`src/rtl/ysyx_24100005_mem_pkg.sv`:
```
// Shared types and constants for the IFU/LSU memory arbiter.
package ysyx_24100005_mem_pkg;

  localparam int ADDR_W_DEF = 32;
  localparam int DATA_W_DEF = 32;

  // One transaction at a time: accept -> issue to memory -> wait for response.
  typedef enum logic [1:0] {
    IDLE  = 2'd0,
    ISSUE = 2'd1,
    WAIT  = 2'd2
  } state_t;

  // Which requester owns the transaction in flight.
  typedef enum logic {
    OWN_IFU = 1'b0,
    OWN_LSU = 1'b1
  } owner_t;

endpackage

```
`src/rtl/ysyx_24100005_arb_sel.sv`:
```
// Combinational grant selection between IFU and LSU.
// YSYX_24100005_ARB_RR_EN: ties resolve round-robin against the last grant;
// otherwise LSU always wins a tie.
module ysyx_24100005_arb_sel
  import ysyx_24100005_mem_pkg::*;
(
  input  logic en,
  input  logic ifu_valid,
  input  logic lsu_valid,
`ifdef YSYX_24100005_ARB_RR_EN
  input  logic last_gnt,
`endif
  output logic gnt_ifu,
  output logic gnt_lsu
);

  // At most one grant, and only while the arbiter can take a request.
  always_comb begin
    gnt_ifu = 1'b0;
    gnt_lsu = 1'b0;
    if (en) begin
      if (ifu_valid && lsu_valid) begin
`ifdef YSYX_24100005_ARB_RR_EN
        if (last_gnt == OWN_LSU) gnt_ifu = 1'b1;
        else                     gnt_lsu = 1'b1;
`else
        gnt_lsu = 1'b1;
`endif
      end else begin
        gnt_ifu = ifu_valid;
        gnt_lsu = lsu_valid;
      end
    end
  end

endmodule

```
`src/rtl/ysyx_24100005_mem_arbiter.sv`:
```
// Two-requester (IFU, LSU) single-outstanding memory arbiter.
// YSYX_24100005_ARB_RR_EN selects round-robin tie-breaking (default: LSU first).
module ysyx_24100005_mem_arbiter
  import ysyx_24100005_mem_pkg::*;
#(
  parameter int ADDR_W = ADDR_W_DEF,
  parameter int DATA_W = DATA_W_DEF
) (
  input  logic                clk,
  input  logic                rst,
  input  logic                ifu_req_valid,
  output logic                ifu_req_ready,
  input  logic [ADDR_W-1:0]   ifu_addr,
  output logic                ifu_resp_valid,
  output logic [DATA_W-1:0]   ifu_rdata,
  input  logic                lsu_req_valid,
  output logic                lsu_req_ready,
  input  logic [ADDR_W-1:0]   lsu_addr,
  input  logic                lsu_wen,
  input  logic [DATA_W-1:0]   lsu_wdata,
  input  logic [DATA_W/8-1:0] lsu_wmask,
  output logic                lsu_resp_valid,
  output logic [DATA_W-1:0]   lsu_rdata,
  output logic                mem_req_valid,
  input  logic                mem_req_ready,
  output logic [ADDR_W-1:0]   mem_addr,
  output logic                mem_wen,
  output logic [DATA_W-1:0]   mem_wdata,
  output logic [DATA_W/8-1:0] mem_wmask,
  input  logic                mem_resp_valid,
  input  logic [DATA_W-1:0]   mem_rdata
);

  state_t              state, state_nxt;
  owner_t              owner;
  logic [ADDR_W-1:0]   addr_q;
  logic                wen_q;
  logic [DATA_W-1:0]   wdata_q;
  logic [DATA_W/8-1:0] wmask_q;
  logic                accept;
  logic                resp_fire;

`ifdef YSYX_24100005_ARB_RR_EN
  owner_t last_gnt;
`endif

  // Readies are held low while reset is asserted, even in IDLE.
  ysyx_24100005_arb_sel u_sel (
    .en       (state == IDLE && !rst),
    .ifu_valid(ifu_req_valid),
    .lsu_valid(lsu_req_valid),
`ifdef YSYX_24100005_ARB_RR_EN
    .last_gnt (last_gnt),
`endif
    .gnt_ifu  (ifu_req_ready),
    .gnt_lsu  (lsu_req_ready)
  );

  assign accept = ifu_req_ready | lsu_req_ready;

  // State register.
  always_ff @(posedge clk or posedge rst) begin
    if (rst) state <= IDLE;
    else     state <= state_nxt;
  end

  // Next state: responses outside WAIT are never consumed.
  always_comb begin
    state_nxt = state;
    case (state)
      IDLE:    if (accept)         state_nxt = ISSUE;
      ISSUE:   if (mem_req_ready)  state_nxt = WAIT;
      WAIT:    if (mem_resp_valid) state_nxt = IDLE;
      default:                     state_nxt = IDLE;
    endcase
  end

  // Capture the winner's payload; fetches carry no write data.
  always_ff @(posedge clk or posedge rst) begin
    if (rst) begin
      owner   <= OWN_IFU;
      addr_q  <= '0;
      wen_q   <= 1'b0;
      wdata_q <= '0;
      wmask_q <= '0;
    end else if (lsu_req_ready) begin
      owner   <= OWN_LSU;
      addr_q  <= lsu_addr;
      wen_q   <= lsu_wen;
      wdata_q <= lsu_wdata;
      wmask_q <= lsu_wmask;
    end else if (ifu_req_ready) begin
      owner   <= OWN_IFU;
      addr_q  <= ifu_addr;
      wen_q   <= 1'b0;
      wdata_q <= '0;
      wmask_q <= '0;
    end
  end

`ifdef YSYX_24100005_ARB_RR_EN
  // Remember who won last so the other side wins the next tie.
  always_ff @(posedge clk or posedge rst) begin
    if (rst)         last_gnt <= OWN_LSU;
    else if (accept) last_gnt <= lsu_req_ready ? OWN_LSU : OWN_IFU;
  end
`endif

  assign mem_req_valid = (state == ISSUE);
  assign mem_addr      = addr_q;
  assign mem_wen       = wen_q;
  assign mem_wdata     = wdata_q;
  assign mem_wmask     = wmask_q;

  // Route the response to the owner only; stores return zero data.
  assign resp_fire      = (state == WAIT) && mem_resp_valid;
  assign ifu_resp_valid = resp_fire && (owner == OWN_IFU);
  assign lsu_resp_valid = resp_fire && (owner == OWN_LSU);
  assign ifu_rdata      = ifu_resp_valid ? mem_rdata : '0;
  assign lsu_rdata      = (lsu_resp_valid && !wen_q) ? mem_rdata : '0;

endmodule

```
`config.mk`:
```
export PLATFORM = sky130hd
export DESIGN_NAME = ysyx_24100005_mem_arbiter
export DESIGN_NICKNAME = d
export VERILOG_FILES = /design/src/rtl/ysyx_24100005_mem_pkg.sv /design/src/rtl/ysyx_24100005_arb_sel.sv /design/src/rtl/ysyx_24100005_mem_arbiter.sv
export SDC_FILE = /design/constraint.sdc
export NUM_CORES = 1
export LEC_CHECK = 0
export ABC_AREA = 1
export CAP_MARGIN = 20
export CORE_MARGIN = 4
export CORE_UTILIZATION = 38
export DETAILED_ROUTE_END_ITERATION = 10
export GPL_ROUTABILITY_DRIVEN = 0
export PLACE_DENSITY = 0.93
export SYNTH_ARGS = -nofsm -noshare
export SYNTH_HDL_FRONTEND = slang
export SYNTH_SLANG_ARGS = --single-unit
```
`constraint.sdc`:
```
create_clock -name clk -period 11.2 [get_ports clk]
set_input_delay 2.8 -clock clk [delete_from_list [all_inputs] [get_ports clk]]
set_output_delay 2.8 -clock clk [all_outputs]
set_load 0.005 [all_outputs]
```
==> results of run 1 <==
worst max-delay path, cell delays in order:
cell	delay, ns
sky130_fd_sc_hd__clkdlybuf4s50_1	0.46
sky130_fd_sc_hd__inv_4	0.45
sky130_fd_sc_hd__nand3_4	0.12
sky130_fd_sc_hd__inv_2	0.50
sky130_fd_sc_hd__clkdlybuf4s50_1	0.63
routing by layer:
metal	routed length (um)	part of all wire [%]
met1	5440	37
met2	7210	49
met3	1520	10
met4	647	4.4
met5	0	0
final cells by class:
| type | instances | area [sq um] | area share (%) |
|---|---|---|---|
| tap | 133 | 166 | 2.40 |
| inverter | 104 | 393 | 5.68 |
| antenna | 1 | 2.50 | 0.0361 |
| multi-input combinational | 348 | 1550 | 22.4 |
| sequential | 72 | 1800 | 26.0 |
| timing repair buffer | 281 | 2800 | 40.4 |
| clock inverter | 6 | 67.6 | 0.976 |
| clock buffer | 10 | 138 | 1.99 |
sequential cells by signal, indices dropped and copies added (netlist names):
register / flops
mem_wen: 1
mem_wdata: 32
mem_wmask: 4
state: 2
owner: 1
mem_addr: 32
metrics by stage:
step	cells	setup slack, ns
2_1_floorplan	565	5.00
6_report	955	3.41
4_1_cts	954	3.37
3_3_place_gp	938	3.42
5_1_grt	954	3.23
3_5_place_dp	938	3.37
cells in the final DEF, fill, tap and decap left out, types with 2 or more instances in the layout:
| cell | n |
|---|---|
| sky130_fd_sc_hd__clkdlybuf4s50_1 | 276 |
| sky130_fd_sc_hd__nand2_1 | 140 |
| sky130_fd_sc_hd__inv_1 | 102 |
| sky130_fd_sc_hd__nand3_1 | 100 |
| sky130_fd_sc_hd__dfrtp_1 | 72 |
| sky130_fd_sc_hd__nor2_1 | 66 |
| sky130_fd_sc_hd__nand4_1 | 34 |
| sky130_fd_sc_hd__clkbuf_8 | 10 |
| sky130_fd_sc_hd__buf_4 | 5 |
| sky130_fd_sc_hd__o21ai_0 | 3 |
| sky130_fd_sc_hd__clkinvlp_4 | 2 |
kinds of logic (layout without fill, tap and decap cells):
logic type	Yosys count	count (layout)	synth area share (%)
DFF	72	72	45.9
other	0	1	0
AOI/OAI and AO/OA	4	4	0.573
buffers and inverters	145	401	14.8
and+or+nand+nor	344	344	38.8
power by group:
part           internal, mW  switching, mW  total, mW
logic                 0.354          0.287      0.641
clock network         0.110          0.101      0.211
registers             0.381         0.0708      0.452
total                 0.844          0.459       1.30
how the worst max path moves through the flow:
stage	slack, ns	start	endpoint
floorplan	5.00	mem_resp_valid	lsu_rdata[10]
global placement	3.42	rst	lsu_req_ready
detailed placement	3.37	rst	lsu_req_ready
CTS	3.37	rst	lsu_req_ready
global route	3.23	rst	lsu_req_ready
finish	3.41	rst	lsu_req_ready
==> impl_metrics.tcl, run 1 <==
set metrics [dict create \
    synth-edff-count 0 \
    netlist-cell-type-count 17 \
    clock_tree.htree_level_count 3 \
    post_route_cells_drive_above_1_share_pct 3.29 \
    synth-main-ff-cell "sky130_fd_sc_hd__dfrtp_1" \
    detail-route-antenna-nets 0 \
    worstPathRequired_ns 8.40 \
    avgViaCountPerCell 4.87 \
    grt_use_met1_pct 26.8 \
    timing.critical_path.arrival_ns 4.99 \
    netlist_instances 565 \
    synth-async-reset-ratio_pct 100 \
    most_repeated_cell_in_the_gate_level_netlist_after_synthesis "sky130_fd_sc_hd__nand2_1" \
    min_period_over_period_pct 69.5 \
    drt-wirelength-per-cell_um 15.5 \
    timing.rr.start "state[1]" \
    gr-usage-met3_pct 7.46 \
    hold_path_startpoint "mem_wdata[0]" \
    ir_drop_v 0.000132 \
    finish.utilization_pct 69.9 \
    maxSlewViolCount 0 \
    cts.reportedPaths.clkPinSlew_ns 0.07 \
    hold_buffers 0 \
    cts_setup_buffers 0 \
    clock-skew-final_ns 0.00695 \
    drc 0 \
    power_density_nw_per_um2 188 \
    track_usage_pct 23.6 \
    via_count 4650 \
    rows 36 \
    maximum_number_of_pins_on_one_net_before_global_route_repair 104 \
    r2r_end "mem_addr[0]" \
    grt_remaining_overflow 0 \
    grt_pass1_wl_um 22100 \
    ys_top_cells_by_count "sky130_fd_sc_hd__nand2_1, sky130_fd_sc_hd__inv_1, sky130_fd_sc_hd__nand3_1" \
    tns_ns 0 \
    timing.final.setup_violations 0 \
    syn_avg_cell_area_sq_um 6.95 \
    dpl_cell_area_sq_um 6720 \
    core_area_sq_um 9910 \
    total_cts_buffers 9 \
    global_route.usage.met2_pct 39.5 \
    end_point_of_the_most_critical_hold_path "mem_wdata[0]" \
    dp_hpwl_um 11000 \
    chipHeight_um 110 \
    netlist_top_cells_area "sky130_fd_sc_hd__dfrtp_1, sky130_fd_sc_hd__nand2_1, sky130_fd_sc_hd__nand3_1" \
    cap_viol_max_count 0 \
    initial_antenna_violation_count 0 \
    die_area_sq_um 12000 \
    design.portCount 277 \
    yosysSeqAreaShare_pct 45.9 \
    synthDominantCellAreaShare_pct 45.9 \
    rsz0062_at_grt "no" \
    yosys_warnings 0 \
    rr_worst_depth 6 \
    via_count_of_the_first_global_routing_pass 4401 \
    clock_latency_at_the_later_pin_of_the_worst_skew_pair_ns 0.34 \
    synth_fp_nets 704 \
    max_slew.worst_pin.slew_ns 1.05 \
    clock_tree_from_tritoncts "built" \
    synthToLayoutAreaGrowth_pct 76.2 \
    number_of_search_and_repair_iterations_in_the_first_detailed_routing_pass 7 \
    postSynthRegisterBits 72 \
    result_of_the_run "finished, final reports clean" \
    filler_cell_count 752 \
    max_freq_mhz 128 \
    synth_top_cell_by_area "sky130_fd_sc_hd__dfrtp_1" \
    fin_nets 955 \
    cts.repair.resized 0 \
    critPathKind "in -> out" \
    drt-initial-drc-count 271 \
    clock_sink_count 72 \
    floorplan.initialDensity_pct 39.6 \
    timing.final.hold_violations 0 \
    clk_root_buffer_cell "sky130_fd_sc_hd__clkbuf_8" \
    p_total_mw 1.30 \
    setup.reg_to_reg.worst_slack_ns 8.27 \
    gr-max-usage-layer "met2" \
    worst-path-max-fanout 51 \
    synth.cell_area_sq_um 3930 \
    port_buffers 276 \
    post-route-min-period_ns 7.79 \
    layout.cell_area.non_filler_sq_um 6920 \
    clockBufferDepth 2 \
    routed_wirelength_um 14800 \
    holdCritPathClass "reg -> reg" \
    hold_ws_ns 0.505 \
    crit_path_start_kind "input pin" \
    die_width_um 110 \
    min_delay_path_depth 2 \
    worst_setup_path_end_kind "output pin" \
    power_leakage_nw 3.49 \
    maxSlewHeadroom_pct 30.0 \
]
No activity file was read; power rests on OpenSTA's default activity.
==> run 2, diff against run 1 <==
--- a/config.mk
+++ b/config.mk
@@ -8,10 +8,10 @@
 export ABC_AREA = 1
 export CAP_MARGIN = 20
 export CORE_MARGIN = 4
-export CORE_UTILIZATION = 38
+export CORE_UTILIZATION = 35
 export DETAILED_ROUTE_END_ITERATION = 10
 export GPL_ROUTABILITY_DRIVEN = 0
-export PLACE_DENSITY = 0.93
+export PLACE_DENSITY = 0.87
 export SYNTH_ARGS = -nofsm -noshare
 export SYNTH_HDL_FRONTEND = slang
 export SYNTH_SLANG_ARGS = --single-unit
==> constraint.sdc (replaced) <==
create_clock -name clk -period 8 [get_ports clk]
set_input_delay 2 -clock clk [delete_from_list [all_inputs] [get_ports clk]]
set_output_delay 2 -clock clk [all_outputs]
set_load 0.005 [all_outputs]
==> impl_metrics.tcl, run 2 (synthesis gave the netlist of run 1 again) <==
set metrics [dict create \
    result_of_the_run "finished, final reports clean" \
    crit_path_top_delay_cell "sky130_fd_sc_hd__clkdlybuf4s50_1" \
    port_buffers 276 \
    power_leakage_nw 3.54 \
    dr.max_layer_used "met4" \
    cap_viol_max_count 0 \
    cpMostUsedCell "sky130_fd_sc_hd__clkdlybuf4s50_1" \
    hold_buffers 0 \
    hold_ws_ns 0.498 \
    die_area_sq_um 13000 \
    routed_wirelength_um 14200 \
    mostFrequentLayoutCell "sky130_fd_sc_hd__clkdlybuf4s50_1" \
    die_width_um 114 \
    cts.repair.resized 0 \
    tns_ns 0 \
    timing.final.ws_setup_ns 1.79 \
    worst_setup_path_end_kind "output pin" \
    routed-wl-met3_um 1290 \
    worstPathRequired_ns 6.00 \
    number_of_search_and_repair_iterations_in_the_first_detailed_routing_pass 5 \
    post_place_setup_slack_ns 1.73 \
    clockBufferDepth 2 \
    timing.final.setup_violations 0 \
    track_usage_pct 21.1 \
    cts_setup_buffers 0 \
    cp_slowest_stage_delay_ns 0.62 \
    min_delay_path_depth 2 \
    ir_drop_v 0.000180 \
    crit_buf_inv 4 \
    holdCritPathClass "reg -> reg" \
    critical-path-top-delay-family "buffers and inverters" \
    cts.reportedPaths.clkPinSlew_ns 0.05 \
    power_density_nw_per_um2 268 \
    crit_path_start_kind "input pin" \
    clock_latency_at_the_later_pin_of_the_worst_skew_pair_ns 0.32 \
    core_area_sq_um 10900 \
    worst-path-max-fanout 55 \
    hold_path_startpoint "mem_wdata[28]" \
    total_cts_buffers 9 \
    clock_tree.htree_level_count 3 \
    drc 0 \
    maxSlewViolCount 0 \
    chipHeight_um 114 \
    maxSlewHeadroom_pct 32.4 \
    timing.critical_path.cells "clkdlybuf4s50_1, inv_4, nand3_4, inv_2, clkdlybuf4s50_1" \
    clk_root_buffer_cell "sky130_fd_sc_hd__clkbuf_16" \
    rows 38 \
    initial_antenna_violation_count 1 \
    layout.cells.most_common_list "sky130_fd_sc_hd__clkdlybuf4s50_1, sky130_fd_sc_hd__nand2_1, sky130_fd_sc_hd__inv_1, sky130_fd_sc_hd__nand3_1, sky130_fd_sc_hd__dfrtp_1" \
    maximum_number_of_pins_on_one_net_before_global_route_repair 103 \
    grt_remaining_overflow 0 \
    post-route-min-period_ns 6.21 \
    critPathKind "in -> out" \
    route.layer.met1.wl_um 5410 \
    clock_tree_from_tritoncts "built" \
    wl_met2_um 7170 \
    clock_sink_count 72 \
    design.portCount 277 \
    clock-skew-final_ns 0.00641 \
    timing.final.hold_violations 0 \
    p_total_mw 1.88 \
    post_route_cells_drive_above_1_share_pct 3.41 \
    grt_pass1_wl_um 21900 \
    drt-initial-drc-count 385 \
    drt-wirelength-per-cell_um 14.7 \
    max_freq_mhz 161 \
    dp_hpwl_um 10500 \
    timing.rr.start "state[1]" \
    min_period_over_period_pct 77.7 \
    r2r_end "mem_addr[0]" \
    avgViaCountPerCell 4.65 \
    filler_cell_count 949 \
    end_point_of_the_most_critical_hold_path "mem_wdata[28]" \
    via_count 4481 \
    synthToLayoutAreaGrowth_pct 78.6 \
    floorplan.initialDensity_pct 35.9 \
    rsz0062_at_grt "no" \
    fin_nets 956 \
    timing.critical_path.arrival_ns 4.21 \
    rr_worst_depth 6 \
    max_slew.worst_pin.slew_ns 1.01 \
    setup.reg_to_reg.worst_slack_ns 5.17 \
    via_count_of_the_first_global_routing_pass 4273 \
    detail-route-antenna-nets 0 \
]
==> run 2: cell count changes in the layout (fill, tap and decap cells not counted), sizes merged <==
cell,change
clkinv,+4
buf,+1
bufinv,-1
clkbuf,-1
clkinvlp,-1
inv,-1
==> run 2: stage by stage <==
step / util [%] / cell area, sq um / instances
4_1_cts: 64.0 / 7000 / 961
3_5_place_dp: 61.5 / 6720 / 945
6_report: 64.2 / 7020 / 963
2_1_floorplan: - / 3930 / 565
5_1_grt: 64.2 / 7020 / 963
3_3_place_gp: 61.5 / 6720 / 945
==> run 2: metal layers <==
layer | track usage (%) | up-vias
li1 | - | 2243
met1 | 24.6 | 2023
met2 | 36.9 | 195
met3 | 6.15 | 20
met4 | 7.28 | 0
met5 | 0 | -
==> run 2: area by class of cell <==
| type | instances | area [sq um] | area share (%) |
|---|---|---|---|
| multi-input combinational | 348 | 1550 | 22.2 |
| sequential | 72 | 1800 | 25.7 |
| clock buffer | 9 | 225 | 3.21 |
| clock inverter | 7 | 48.8 | 0.696 |
| antenna | 1 | 2.50 | 0.0357 |
| tap | 140 | 175 | 2.50 |
| timing repair buffer | 282 | 2820 | 40.1 |
| inverter | 104 | 393 | 5.60 |
==> run 2: how the worst max path moves through the flow <==
stage,from,end,slack [ns],depth (start not counted)
floorplan,rst,mem_addr[0],2.96,2
global placement,rst,lsu_req_ready,1.73,5
detailed placement,rst,lsu_req_ready,1.73,5
CTS,rst,lsu_req_ready,1.71,5
global route,rst,lsu_req_ready,1.53,5
finish,rst,lsu_req_ready,1.79,5
==> run 2: report_power, final <==
group          leakage (nW)  switching [mW]  internal, mW
Clock                 0.135           0.151         0.210
Sequential            0.913          0.0965         0.534
Combinational          2.49           0.395         0.496
==> run 2: tightest hold or removal path, stage by stage, from the launching register on <==
cell,delay [ns]
sky130_fd_sc_hd__dfrtp_1,0.34
sky130_fd_sc_hd__nand3_1,0.07
sky130_fd_sc_hd__nand2_1,0.05
==> run 3, diff against run 2 <==
--- a/config.mk
+++ b/config.mk
@@ -8,10 +8,10 @@
 export ABC_AREA = 1
 export CAP_MARGIN = 20
 export CORE_MARGIN = 4
-export CORE_UTILIZATION = 35
+export CORE_UTILIZATION = 32
 export DETAILED_ROUTE_END_ITERATION = 10
 export GPL_ROUTABILITY_DRIVEN = 0
-export PLACE_DENSITY = 0.87
+export PLACE_DENSITY = 0.84
 export SYNTH_ARGS = -nofsm -noshare
 export SYNTH_HDL_FRONTEND = slang
 export SYNTH_SLANG_ARGS = --single-unit
==> constraint.sdc (replaced) <==
create_clock -name clk -period 5.3 [get_ports clk]
set_input_delay 1.325 -clock clk [delete_from_list [all_inputs] [get_ports clk]]
set_output_delay 1.325 -clock clk [all_outputs]
set_load 0.005 [all_outputs]
==> impl_metrics.tcl, run 3 (synthesis gave the netlist of run 1 again) <==
set metrics [dict create \
    port_buffers 276 \
    net-switching-power_uw 993 \
    initial_antenna_violation_count 0 \
    drt-wirelength-per-cell_um 14.9 \
    detail-route-antenna-nets 0 \
    number_of_search_and_repair_iterations_in_the_first_detailed_routing_pass 6 \
    dp_hpwl_um 10900 \
    crit_path_start_kind "input pin" \
    finish.utilization_pct 59.0 \
    maxSlewViolCount 0 \
    via_count 4604 \
    layout.cells.most_common_list "sky130_fd_sc_hd__clkdlybuf4s50_1, sky130_fd_sc_hd__nand2_1, sky130_fd_sc_hd__inv_1, sky130_fd_sc_hd__nand3_1, sky130_fd_sc_hd__dfrtp_1" \
    crit_path_top_delay_cell "sky130_fd_sc_hd__clkdlybuf4s50_1" \
    critPathKind "in -> out" \
    max_freq_mhz 232 \
    hold_buffers 0 \
    post-route-min-period_ns 4.31 \
    clock-skew-final_ns 0.00473 \
    avgViaCountPerCell 4.73 \
    power_density_nw_per_um2 413 \
    clock_tree.htree_level_count 3 \
    cp_slowest_stage_delay_ns 0.54 \
    rr_worst_depth 7 \
    clock_tree_from_tritoncts "built" \
    min_delay_path_depth 2 \
    total_cts_buffers 9 \
    chipHeight_um 119 \
    routed_wirelength_um 14500 \
    cpMostUsedCell "sky130_fd_sc_hd__clkdlybuf4s50_1" \
    grt_pass1_wl_um 23200 \
    fin_nets 961 \
    worstPathRequired_ns 3.97 \
    result_of_the_run "finished, final reports clean" \
    insertedDiodeCount 0 \
    die_width_um 119 \
    timing.critical_path.cells "clkdlybuf4s50_1, nand4_1, inv_1, nand2_1, buf_4, nor2_1, clkdlybuf4s50_1" \
    worst-path-max-fanout 32 \
    via_count_of_the_first_global_routing_pass 4487 \
    core_area_sq_um 12000 \
    drt-initial-drc-count 368 \
    power_leakage_nw 3.57 \
    min_period_over_period_pct 81.3 \
    ir_drop_v 0.000194 \
    timing.final.setup_violations 0 \
    power.clock.fraction_pct 20.8 \
    die_area_sq_um 14100 \
    timing.final.hold_violations 0 \
    internal_power_mw 1.93 \
    floorplan.initialDensity_pct 32.7 \
    drc 0 \
    max_slew.worst_pin.slew_ns 0.874 \
    hold_path_startpoint "mem_wdata[26]" \
    setup.reg_to_reg.worst_slack_ns 2.60 \
    clock_sink_count 72 \
    design.portCount 277 \
    mostFrequentLayoutCell "sky130_fd_sc_hd__clkdlybuf4s50_1" \
    holdCritPathClass "reg -> reg" \
    clockBufferDepth 2 \
    timing.rr.start "state[1]" \
    clk_root_buffer_cell "sky130_fd_sc_hd__clkbuf_16" \
    p_comb_share_pct 46.6 \
    r2r_end "mem_addr[21]" \
    cap_viol_max_count 0 \
    switching_share_pct 34.0 \
    maxSlewHeadroom_pct 41.6 \
    end_point_of_the_most_critical_hold_path "mem_wdata[26]" \
    maximum_number_of_pins_on_one_net_before_global_route_repair 71 \
    post_route_cells_drive_above_1_share_pct 3.99 \
    power_frac_seq_pct 32.6 \
    rows 40 \
    timing.critical_path.arrival_ns 2.98 \
    rsz0062_at_grt "no" \
    synthToLayoutAreaGrowth_pct 80.3 \
    worst_setup_path_end_kind "output pin" \
    track_usage_pct 20.3 \
    clock_latency_at_the_later_pin_of_the_worst_skew_pair_ns 0.33 \
    cts.reportedPaths.clkPinSlew_ns 0.06 \
    grt_remaining_overflow 0 \
    tns_ns 0 \
    cts_setup_buffers 0 \
    cts.repair.resized 0 \
    filler_cell_count 1075 \
]
-- run 3: per-stage QoR --
stage	total power, mW	cells	cell area, sq um	setup WS (ns)	hold slack, ns
2_1_floorplan	1.49	565	3930	0.934	0.494
3_3_place_gp	2.31	958	6780	1.10	0.483
3_5_place_dp	2.34	958	6780	0.975	0.486
4_1_cts	2.97	974	7080	0.973	0.503
5_1_grt	3.14	974	7080	0.913	0.522
6_report	2.92	974	7080	0.992	0.500
-- run 3: worst max-delay path by stage --
stage / from / cells past startpoint / endpoint
after floorplan: rst / 2 / mem_addr[0]
after global placement: mem_resp_valid / 7 / lsu_rdata[30]
after detailed placement: mem_resp_valid / 7 / lsu_rdata[15]
after CTS: mem_resp_valid / 7 / lsu_rdata[15]
after global routing: mem_resp_valid / 7 / lsu_rdata[22]
final: mem_resp_valid / 7 / lsu_rdata[15]
-- run 3: cell type report --
| cell class | count | area (sq um) | share of cell area, % |
|---|---|---|---|
| repair buffers | 287 | 2850 | 40.2 |
| flip-flops and latches | 72 | 1800 | 25.4 |
| multi-input cells | 348 | 1550 | 21.9 |
| inverters | 104 | 393 | 5.55 |
| clock buffers | 9 | 225 | 3.18 |
| well taps | 147 | 184 | 2.60 |
| clock inverters | 7 | 81.3 | 1.15 |
-- run 3: power groups by stage --
stage          registers, mW  clock network [mW]  logic [mW]
2_1_floorplan          0.970                   0       0.518
3_3_place_gp           0.944                   0        1.36
3_5_place_dp           0.953                   0        1.38
4_1_cts                0.952               0.627        1.39
5_1_grt                0.988               0.653        1.50
6_report               0.953               0.609        1.36
-- run 3: worst max-delay path: cells and delay by family --
| family | cells | cell delay, ns |
|---|---|---|
| and+or+nand+nor | 3 | 0.30 |
| buffers and inverters | 4 | 1.36 |
-- run 3: per-layer routing --
metal	vias to the layer above	track usage, %	share of wire [%]
met3	27	6.12	8.0
met2	186	34.1	50
li1	2256	-	-
met1	2135	24.2	39
met4	0	8.62	3.0
met5	-	0	0
